### src/rtl/data_modulate_nxn_controller_if.sv
// Handshake bundle between the window controller and its upstream/downstream neighbours.
// The master drives the frame/pixel controls; the slave (controller) drives the window strobes.
interface data_modulate_nxn_controller_if #(
  parameter int CW = 10,
  parameter int RW = 10
);
  logic          start_i;
  logic          valid_i;
  logic          done_i;
  logic          stall_i;
  logic          win_valid_o;
  logic [RW-1:0] cen_row_o;
  logic [CW-1:0] cen_col_o;
  logic          flush_o;
  logic          start_o;
  logic          done_o;
  logic          busy_o;

  modport master (
    output start_i, valid_i, done_i, stall_i,
    input  win_valid_o, cen_row_o, cen_col_o, flush_o, start_o, done_o, busy_o
  );

  modport slave (
    input  start_i, valid_i, done_i, stall_i,
    output win_valid_o, cen_row_o, cen_col_o, flush_o, start_o, done_o, busy_o
  );
endinterface

### src/rtl/data_modulate_nxn_controller.sv
// NxN sliding-window sequencer: one registered window strobe per pixel centre, lagging input by
// HALF rows + HALF cols; stall_i freezes only the post-frame flush, which ends in a single done pulse.
module data_modulate_nxn_controller #(
  parameter int KSIZE = 7,
  parameter int IMG_W = 640,
  parameter int IMG_H = 480,
  parameter int CW    = 10,
  parameter int RW    = 10,
  parameter int FW    = 16
) (
  input logic                         clk,
  input logic                         rst,
  data_modulate_nxn_controller_if.slave bus
);

  localparam int              HALF       = (KSIZE - 1) / 2;
  localparam int              LAG        = HALF * IMG_W + HALF;
  localparam logic [CW-1:0]   COL_LAST   = CW'(IMG_W - 1);
  localparam logic [RW-1:0]   ROW_LAST   = RW'(IMG_H - 1);
  localparam logic [CW-1:0]   COL_HALF   = CW'(HALF);
  localparam logic [RW-1:0]   ROW_HALF   = RW'(HALF);
  localparam logic [FW-1:0]   FLUSH_LAST = FW'(LAG - 1);

  typedef enum logic [1:0] {IDLE, RUN, FLUSH, DONE} state_t;

  state_t        state, state_nxt;
  logic [CW-1:0] in_col, cen_col;
  logic [RW-1:0] in_row, cen_row;
  logic [FW-1:0] flush_cnt;
  logic          done_latch;
  logic          accept, issue, clear, last_px, past_lag;

  assign last_px  = (in_row == ROW_LAST) && (in_col == COL_LAST);
  // Raster index row*IMG_W+col >= HALF*IMG_W+HALF, without a multiplier.
  assign past_lag = (in_row > ROW_HALF) || ((in_row == ROW_HALF) && (in_col >= COL_HALF));

  always_ff @(posedge clk or negedge rst) begin
    if (!rst) state <= IDLE;
    else      state <= state_nxt;
  end

  always_comb begin
    state_nxt = state;
    accept    = 1'b0;
    issue     = 1'b0;
    clear     = 1'b0;
    case (state)
      IDLE, DONE: begin
        if (bus.start_i) begin
          state_nxt = RUN;
          clear     = 1'b1;
        end
      end
      RUN: begin
        accept = bus.valid_i;
        issue  = bus.valid_i && past_lag;
        if (bus.done_i || (bus.valid_i && last_px)) state_nxt = FLUSH;
      end
      FLUSH: begin
        issue = !bus.stall_i;
        if (issue && (flush_cnt == FLUSH_LAST)) state_nxt = DONE;
      end
      default: state_nxt = IDLE;
    endcase
  end

  always_ff @(posedge clk or negedge rst) begin
    if (!rst) begin
      in_col          <= '0;
      in_row          <= '0;
      cen_col         <= '0;
      cen_row         <= '0;
      flush_cnt       <= '0;
      done_latch      <= 1'b0;
      bus.win_valid_o <= 1'b0;
      bus.cen_row_o   <= '0;
      bus.cen_col_o   <= '0;
      bus.flush_o     <= 1'b0;
      bus.start_o     <= 1'b0;
      bus.done_o      <= 1'b0;
      bus.busy_o      <= 1'b0;
    end else begin
      bus.win_valid_o <= issue;
      bus.start_o     <= (state == RUN) && (state_nxt == FLUSH);
      bus.flush_o     <= (state_nxt == FLUSH);
      bus.busy_o      <= (state_nxt == RUN) || (state_nxt == FLUSH);
      // First DONE cycle fires the pulse; the latch keeps it from repeating.
      bus.done_o      <= (state == DONE) && !done_latch;
      if (state == DONE) done_latch <= 1'b1;

      if (accept) begin
        if (in_col == COL_LAST) begin
          in_col <= '0;
          in_row <= (in_row == ROW_LAST) ? '0 : in_row + 1'b1;
        end else begin
          in_col <= in_col + 1'b1;
        end
      end

      if (issue) begin
        bus.cen_row_o <= cen_row;
        bus.cen_col_o <= cen_col;
        if (cen_col == COL_LAST) begin
          cen_col <= '0;
          cen_row <= (cen_row == ROW_LAST) ? '0 : cen_row + 1'b1;
        end else begin
          cen_col <= cen_col + 1'b1;
        end
      end

      if ((state == FLUSH) && issue) flush_cnt <= flush_cnt + 1'b1;

      if (clear) begin
        in_col     <= '0;
        in_row     <= '0;
        cen_col    <= '0;
        cen_row    <= '0;
        flush_cnt  <= '0;
        done_latch <= 1'b0;
      end
    end
  end

endmodule

### src/flat_wrapper.sv
// flat-port wrapper written by rule: the top's interface ports become plain ports
module data_modulate_nxn_controller_flat 
#(
  parameter int KSIZE = 7,
  parameter int IMG_W = 640,
  parameter int IMG_H = 480,
  parameter int CW    = 10,
  parameter int RW    = 10,
  parameter int FW    = 16
)
  (clk, rst, bus_start_i, bus_valid_i, bus_done_i, bus_stall_i, bus_win_valid_o, bus_cen_row_o, bus_cen_col_o, bus_flush_o, bus_start_o, bus_done_o, bus_busy_o);
  data_modulate_nxn_controller_if #(.CW(CW), .RW(RW)) bus_i ();
  input logic clk;
  input logic rst;
  input wire logic [$bits(bus_i.start_i)-1:0] bus_start_i;
  input wire logic [$bits(bus_i.valid_i)-1:0] bus_valid_i;
  input wire logic [$bits(bus_i.done_i)-1:0] bus_done_i;
  input wire logic [$bits(bus_i.stall_i)-1:0] bus_stall_i;
  output wire logic [$bits(bus_i.win_valid_o)-1:0] bus_win_valid_o;
  output wire logic [$bits(bus_i.cen_row_o)-1:0] bus_cen_row_o;
  output wire logic [$bits(bus_i.cen_col_o)-1:0] bus_cen_col_o;
  output wire logic [$bits(bus_i.flush_o)-1:0] bus_flush_o;
  output wire logic [$bits(bus_i.start_o)-1:0] bus_start_o;
  output wire logic [$bits(bus_i.done_o)-1:0] bus_done_o;
  output wire logic [$bits(bus_i.busy_o)-1:0] bus_busy_o;
  assign bus_i.start_i = bus_start_i;
  assign bus_i.valid_i = bus_valid_i;
  assign bus_i.done_i = bus_done_i;
  assign bus_i.stall_i = bus_stall_i;
  assign bus_win_valid_o = bus_i.win_valid_o;
  assign bus_cen_row_o = bus_i.cen_row_o;
  assign bus_cen_col_o = bus_i.cen_col_o;
  assign bus_flush_o = bus_i.flush_o;
  assign bus_start_o = bus_i.start_o;
  assign bus_done_o = bus_i.done_o;
  assign bus_busy_o = bus_i.busy_o;
  data_modulate_nxn_controller #(.KSIZE(KSIZE), .IMG_W(IMG_W), .IMG_H(IMG_H), .CW(CW), .RW(RW), .FW(FW)) u_core (.clk(clk), .rst(rst), .bus(bus_i));
endmodule
### config.mk
export PLATFORM = sky130hd
export DESIGN_NAME = data_modulate_nxn_controller_flat
export DESIGN_NICKNAME = d
export VERILOG_FILES = /design/src/rtl/data_modulate_nxn_controller_if.sv /design/src/rtl/data_modulate_nxn_controller.sv /design/src/flat_wrapper.sv
export SDC_FILE = /design/constraint.sdc
export NUM_CORES = 1
export LEC_CHECK = 0
export BUFFER_PORTS_ARGS = -buffer_cell sky130_fd_sc_hd__buf_2
export CAP_MARGIN = 20
export CELL_PAD_IN_SITES_DETAIL_PLACEMENT = 0
export CELL_PAD_IN_SITES_GLOBAL_PLACEMENT = 2
export CORE_ASPECT_RATIO = 0.6
export CORE_MARGIN = 2
export CORE_UTILIZATION = 41
export DETAILED_ROUTE_END_ITERATION = 10
export GPL_ROUTABILITY_DRIVEN = 0
export GPL_TIMING_DRIVEN = 0
export PLACE_DENSITY_LB_ADDON = 0.1
export SYNTH_ARGS = -nofsm -noshare
export SYNTH_HDL_FRONTEND = slang
export SYNTH_SLANG_ARGS = --single-unit
### constraint.sdc
create_clock -name clk -period 5.1 [get_ports clk]
set_input_delay 1.02 -clock clk [delete_from_list [all_inputs] [get_ports clk]]
set_output_delay 1.02 -clock clk [all_outputs]
set_load 0.02 [all_outputs]
Yosys cells after proc, flatten, opt, wreduce, memory -nomap -nowiden

Cells that the tools add are included.

Flip-flop bits (word level): 84
Bits in latches: 0
Bits in writable memories: 0
ROM bits: 0
Output and inout port bits: 25
Word-level logic and storage cells: 81
Memories: 0

Add/subtract/negate cells: 5
$mul: 0
Div/mod/pow operators: 0
Magnitude comparators: 2
Equality and inequality tests: 11
Shifts and indexed selects: 0
Multiplexer cells: 26
Bitwise logic cells: 0
Reductions and logical operators: 23

Operators by type and width:

| kind                    | number |
|---|---|
| $mux W10                | 14 |
| $add A10 B1 Y10 const B | 4 |
| $mux W16                | 2 |
| $eq A10 B10 Y1 const B  | 2 |
| $eq A10 B9 Y1 const B   | 2 |
| $add A16 B1 Y16 const B | 1 |
| $eq A16 B11 Y1 const B  | 1 |
| $reduce_bool A2 Y1      | 6 |
| $eq A10 B2 Y1 const B   | 1 |
| $ge A10 B2 Y1 const B   | 1 |
| $gt A10 B2 Y1 const B   | 1 |
| $logic_and A1 B1 Y1     | 8 |
| $eq A2 B2 Y1 const B    | 3 |
| $mux W2                 | 3 |
| $pmux W2 S3             | 1 |
| $mux W1                 | 5 |
| $eq A2 B1 Y1 const B    | 2 |
| $reduce_and A2 Y1       | 2 |
| $logic_or A1 B1 Y1      | 3 |
| $logic_not A1 Y1        | 2 |
| $logic_not A2 Y1        | 1 |
| $pmux W1 S2             | 1 |
| $reduce_or A2 Y1        | 1 |

Logic depth before layout (Yosys ltp)

Word-level depth: 8
Depth in mapped cells: 11
Mapped depth without buffers: 8

Least setup slack after synthesis

OpenSTA, ideal clock, no wires.

Kind: in2reg
Start point: in bus_valid_i
End point: reg u_core.flush_cnt[10]
Setup time: 0.078 ns
Arrival time: 2.260 ns
Required time: 5.022 ns
Path slack: 2.762 ns
Stages on the path: 6
Path buffers: 1
Cells stage by stage: nand2_1 > a211oi_4 > nor3_2 > buf_2 > or4_1 > a21oi_1

Cells in the longest elaborated chain, start to end: 4

RTL lines:

| what                                | RTL line                            | text |
|---|---|---|
| from (decl)                         | flat_wrapper.sv:16                  | `input wire logic [$bits(bus_i.valid_i)-1:0] bus_valid_i;` |
| $logic_and A1 B1 Y1                 | data_modulate_nxn_controller.sv:56  | `issue = bus.valid_i && past_lag;` |
| $pmux W1 S2                         | data_modulate_nxn_controller.sv:47  | `case (state)` |
| $logic_and A1 B1 Y1                 | data_modulate_nxn_controller.sv:111 | `if ((state == FLUSH) && issue) flush_cnt <= flush_cnt + 1'b1;` |
| $reduce_bool A2 Y1 (no source line) | -                                   |  |
| to (signal assigned)                | data_modulate_nxn_controller.sv:111 |  |
| to (decl)                           | data_modulate_nxn_controller.sv:29  | `logic [FW-1:0] flush_cnt;` |

No other way between the ends.
A chain may end at the register's enable or synchronous reset.

Worst setup path after layout

Start point: reg u_core.state[0]
End point: reg u_core.cen_col[3]

Cells in the longest elaborated chain, start to end: 4
Elaborated cells on any way between the ends: 9

RTL lines:

| what                                                    | RTL line                            | text |
|---|---|---|
| from (decl)                                             | data_modulate_nxn_controller.sv:26  | `state_t state, state_nxt;` |
| from (signal assigned)                                  | data_modulate_nxn_controller.sv:39  | `else state <= state_nxt;` |
| $eq A2 B2 Y1 / $logic_not A2 Y1 (equally long branches) | data_modulate_nxn_controller.sv:47  |  |
| $reduce_or A2 Y1                                        | data_modulate_nxn_controller.sv:47  |  |
| $mux W1                                                 | data_modulate_nxn_controller.sv:47  |  |
| $mux W10 / $reduce_bool A2 Y1 (equally long branches)   | -                                   |  |
| to (signal assigned)                                    | data_modulate_nxn_controller.sv:107 | `cen_col <= cen_col + 1'b1;` |
| to (decl)                                               | data_modulate_nxn_controller.sv:27  | `logic [CW-1:0] in_col, cen_col;` |

Several ways; a longest one is shown, not always the timed one.

==> reports/summary.txt <==
Most used DFF post-synth -> dfrtp_1
Share of layout cells above drive strength 1 -> 0.161
CTS root buffer -> clkbuf_16
N_diodes -> 0
Kind of critical path -> register to register
Mapped cell area -> 0.00435 mm2
Worst setup SP type -> register
Rel. slew slack -> 0.502
Worst Tran Pin Value -> 742 ps
Post-synth net total -> 478
Most common cell after layout, fill and taps aside -> nand2_1
Final net count -> 520
Max Fclk -> 385 MHz
GRT Util Overall -> 0.200
DRC viols -> 0
Crit Path Max Fanout -> 10
Hold Slack -> 426 ps
Ys Warns -> 0
Longest Clk Path Bufs -> 2
Fillers -> 1014
EDFF count, synth -> 0
Core ar. -> 0.0105 mm2
Crit path cell chain -> inv_1, ha_1, buf_6, nand4b_1, a31oi_2, nor3_2, inv_1, clkbuf_1, o21ai_0, a31o_2
Avg Inst Size Synth -> 9.41 um2
DR vias/cell -> 5.47
Syn Inst Count -> 462
Chip height -> 83.8 um
Largest net degree at the start of global routing -> 54
# IOs -> 31
P_leak -> 0.00224 uW
Die X-Extent -> 137 um
Synth top area cells -> dfrtp_1 48%, nand2_1 7.9%, a21oi_1 3.7%
Port-buffer cells -> 30
Hold worst-path end -> u_core.bus.done_o
H-tree level count -> 3
Crit path arrival time -> 2830 ps
Worst path slowest cell -> dfrtp_1
Clk sinks -> 84
Max Cap Viol -> 0
Core Rows -> 29
Power Density -> 352 mW/mm2
Via count -> 3546
Post_cts resized -> 0
Outcome -> completed
Hold depth -> 1
Reg2reg end -> u_core.cen_col[3]
Post-CTS setup buffers -> 0
Register area share after synthesis -> 0.484
Die ar. -> 0.0115 mm2
Hold-fix buffer count after cts -> 0
Initial antenna violation count -> 0
Initial core utilization -> 0.416
Register-to-Register Path Depth -> 10
Clock skew -> 6.11 ps
Slew Limit Fails -> 0
Finished Layout Cells -> 648
Final hold viol count -> 0
First-pass GRT wire length -> 17800 um
First-pass DRT Iterations -> 4
Clock transition at the registers of the reported paths -> 60 ps
Post-Route WL -> 10500 um
RSZ-0062 raised after global routing -> no
Commonest non-fill, non-tap cells in the layout -> 91 x nand2_1, 84 x dfrtp_1, 35 x buf_2, 32 x a21oi_1, 28 x nand3_1
CP peak stage delay -> 410 ps
Initial DRC count -> 287
HPWL after DPL -> 7460 um
Yosys top cell area share -> 0.484
Worst IR Drop VDD -> 0.169 mV
CP required -> 5330 ps
Remaining antenna violation count -> 0
Min-Delay Path Class -> register to register
Vias in the first global route -> 3390
Crit share post-route -> 0.509
Gr ovfl total -> 0
Setup TNS -> 0 ps
Area Overhead vs Synth -> 14.6%
Reg2Reg Setup Slack -> 2500 ps
TritonCTS clock tree -> built
Synth area leader -> dfrtp_1
Hold path start -> u_core.done_latch
Synth Register Bits -> 84
Worst-Skew Late Latency -> 340 ps
WL/cell -> 16.2 um
Fraction of registers with async set/reset -> 1.00
Netlist cell types -> 60
Crit path time final -> 2600 ps
Num CTS Buffers -> 9
Crit. End Element -> register
Inst Count DP -> 632
Final setup fails -> 0
Top cell by count, worst path -> inv_1
FF-to-FF Start -> u_core.state[0]
sequential cells by signal, summed over array words and instances, names as in the netlist:
signal,cells
u_core.bus.start_o,1
u_core.bus.cen_row_o,10
u_core.bus.done_o,1
u_core.flush_cnt,16
u_core.in_row,10
u_core.state,2
u_core.bus.win_valid_o,1
u_core.done_latch,1
u_core.bus.busy_o,1
u_core.cen_col,10
u_core.cen_row,10
u_core.bus.flush_o,1
u_core.in_col,10
u_core.bus.cen_col_o,10
through the flow:
step | setup WS, ps | util | total power [uW] | cell area, um2
2_1_floorplan | 2760 | - | 1010 | 4350
3_3_place_gp | 2200 | 0.447 | 1140 | 4670
3_5_place_dp | 2220 | 0.450 | 1150 | 4700
4_1_cts | 2490 | 0.477 | 1780 | 4980
5_1_grt | 2270 | 0.477 | 1860 | 4980
6_report | 2500 | 0.477 | 1750 | 4980
cells by family after synthesis:
kind of cell | synth area share
AND/OR/NAND/NOR | 0.280
multiplexers | 0.00691
flip-flops | 0.484
buffers and inverters | 0.0394
XOR/XNOR | 0.0222
AO/OA/AOI/OAI | 0.140
adder cells (fa/ha/maj) | 0.0288
power breakdown:
group          switching (uW)  internal (uW)  leakage, uW  total (uW)
Sequential               30.2            706      0.00117         737
Combinational             278            118     0.000951         396
Clock                     277            345     0.000128         622
Total                     586           1170      0.00224        1750
worst max-delay path, delay by kind of cell (launching register included):
family	cells	cell delay (ps)
AOI/OAI and AO/OA	3	760
buffers and inverters	4	700
adders and majority gates	1	300
and+or+nand+nor	2	320
DFF	1	410
layer usage:
metal  routed length, um  global-route usage  share of wire
met5                   0                   0              0
met4                  92              0.0422         0.0088
met3                 528              0.0461          0.050
met2                4350               0.275           0.42
met1                5500               0.318           0.53
how the worst max path moves through the flow:
stage                                from                       to
final                     u_core.state[0]        u_core.cen_col[3]
after global routing      u_core.state[0]        u_core.cen_col[3]
after CTS                 u_core.state[0]        u_core.cen_col[3]
after detailed placement      bus_valid_i        u_core.cen_col[3]
after global placement                rst  u_core.bus.cen_col_o[2]
after floorplan               bus_valid_i     u_core.flush_cnt[10]
layout make-up:
cell class / count / area (um2) / area share
Clock inverter: 5 / 36.3 / 0.00729
Sequential cell: 84 / 2100 / 0.422
Multi-Input combinational cell: 343 / 2070 / 0.416
Buffer: 22 / 123 / 0.0246
Inverter: 13 / 48.8 / 0.00980
Tap cell: 139 / 174 / 0.0349
Clock buffer: 11 / 243 / 0.0487
Timing Repair Buffer: 31 / 180 / 0.0362
cell usage after synthesis (all sizes together) (7+ instances only):
| library cell | instances |
|---|---|
| nor4 | 8 |
| or4 | 9 |
| inv | 13 |
| and3 | 9 |
| nand4 | 9 |
| o21ai | 21 |
| a21oi | 32 |
| dfrtp | 84 |
| nor3 | 12 |
| o31ai | 14 |
| ha | 10 |
| xor2 | 7 |
| clkbuf | 11 |
| nand2 | 91 |
| buf | 10 |
| or3 | 11 |
| nand3 | 28 |
| nor2 | 24 |
Power figures use the tool's default switching activity.
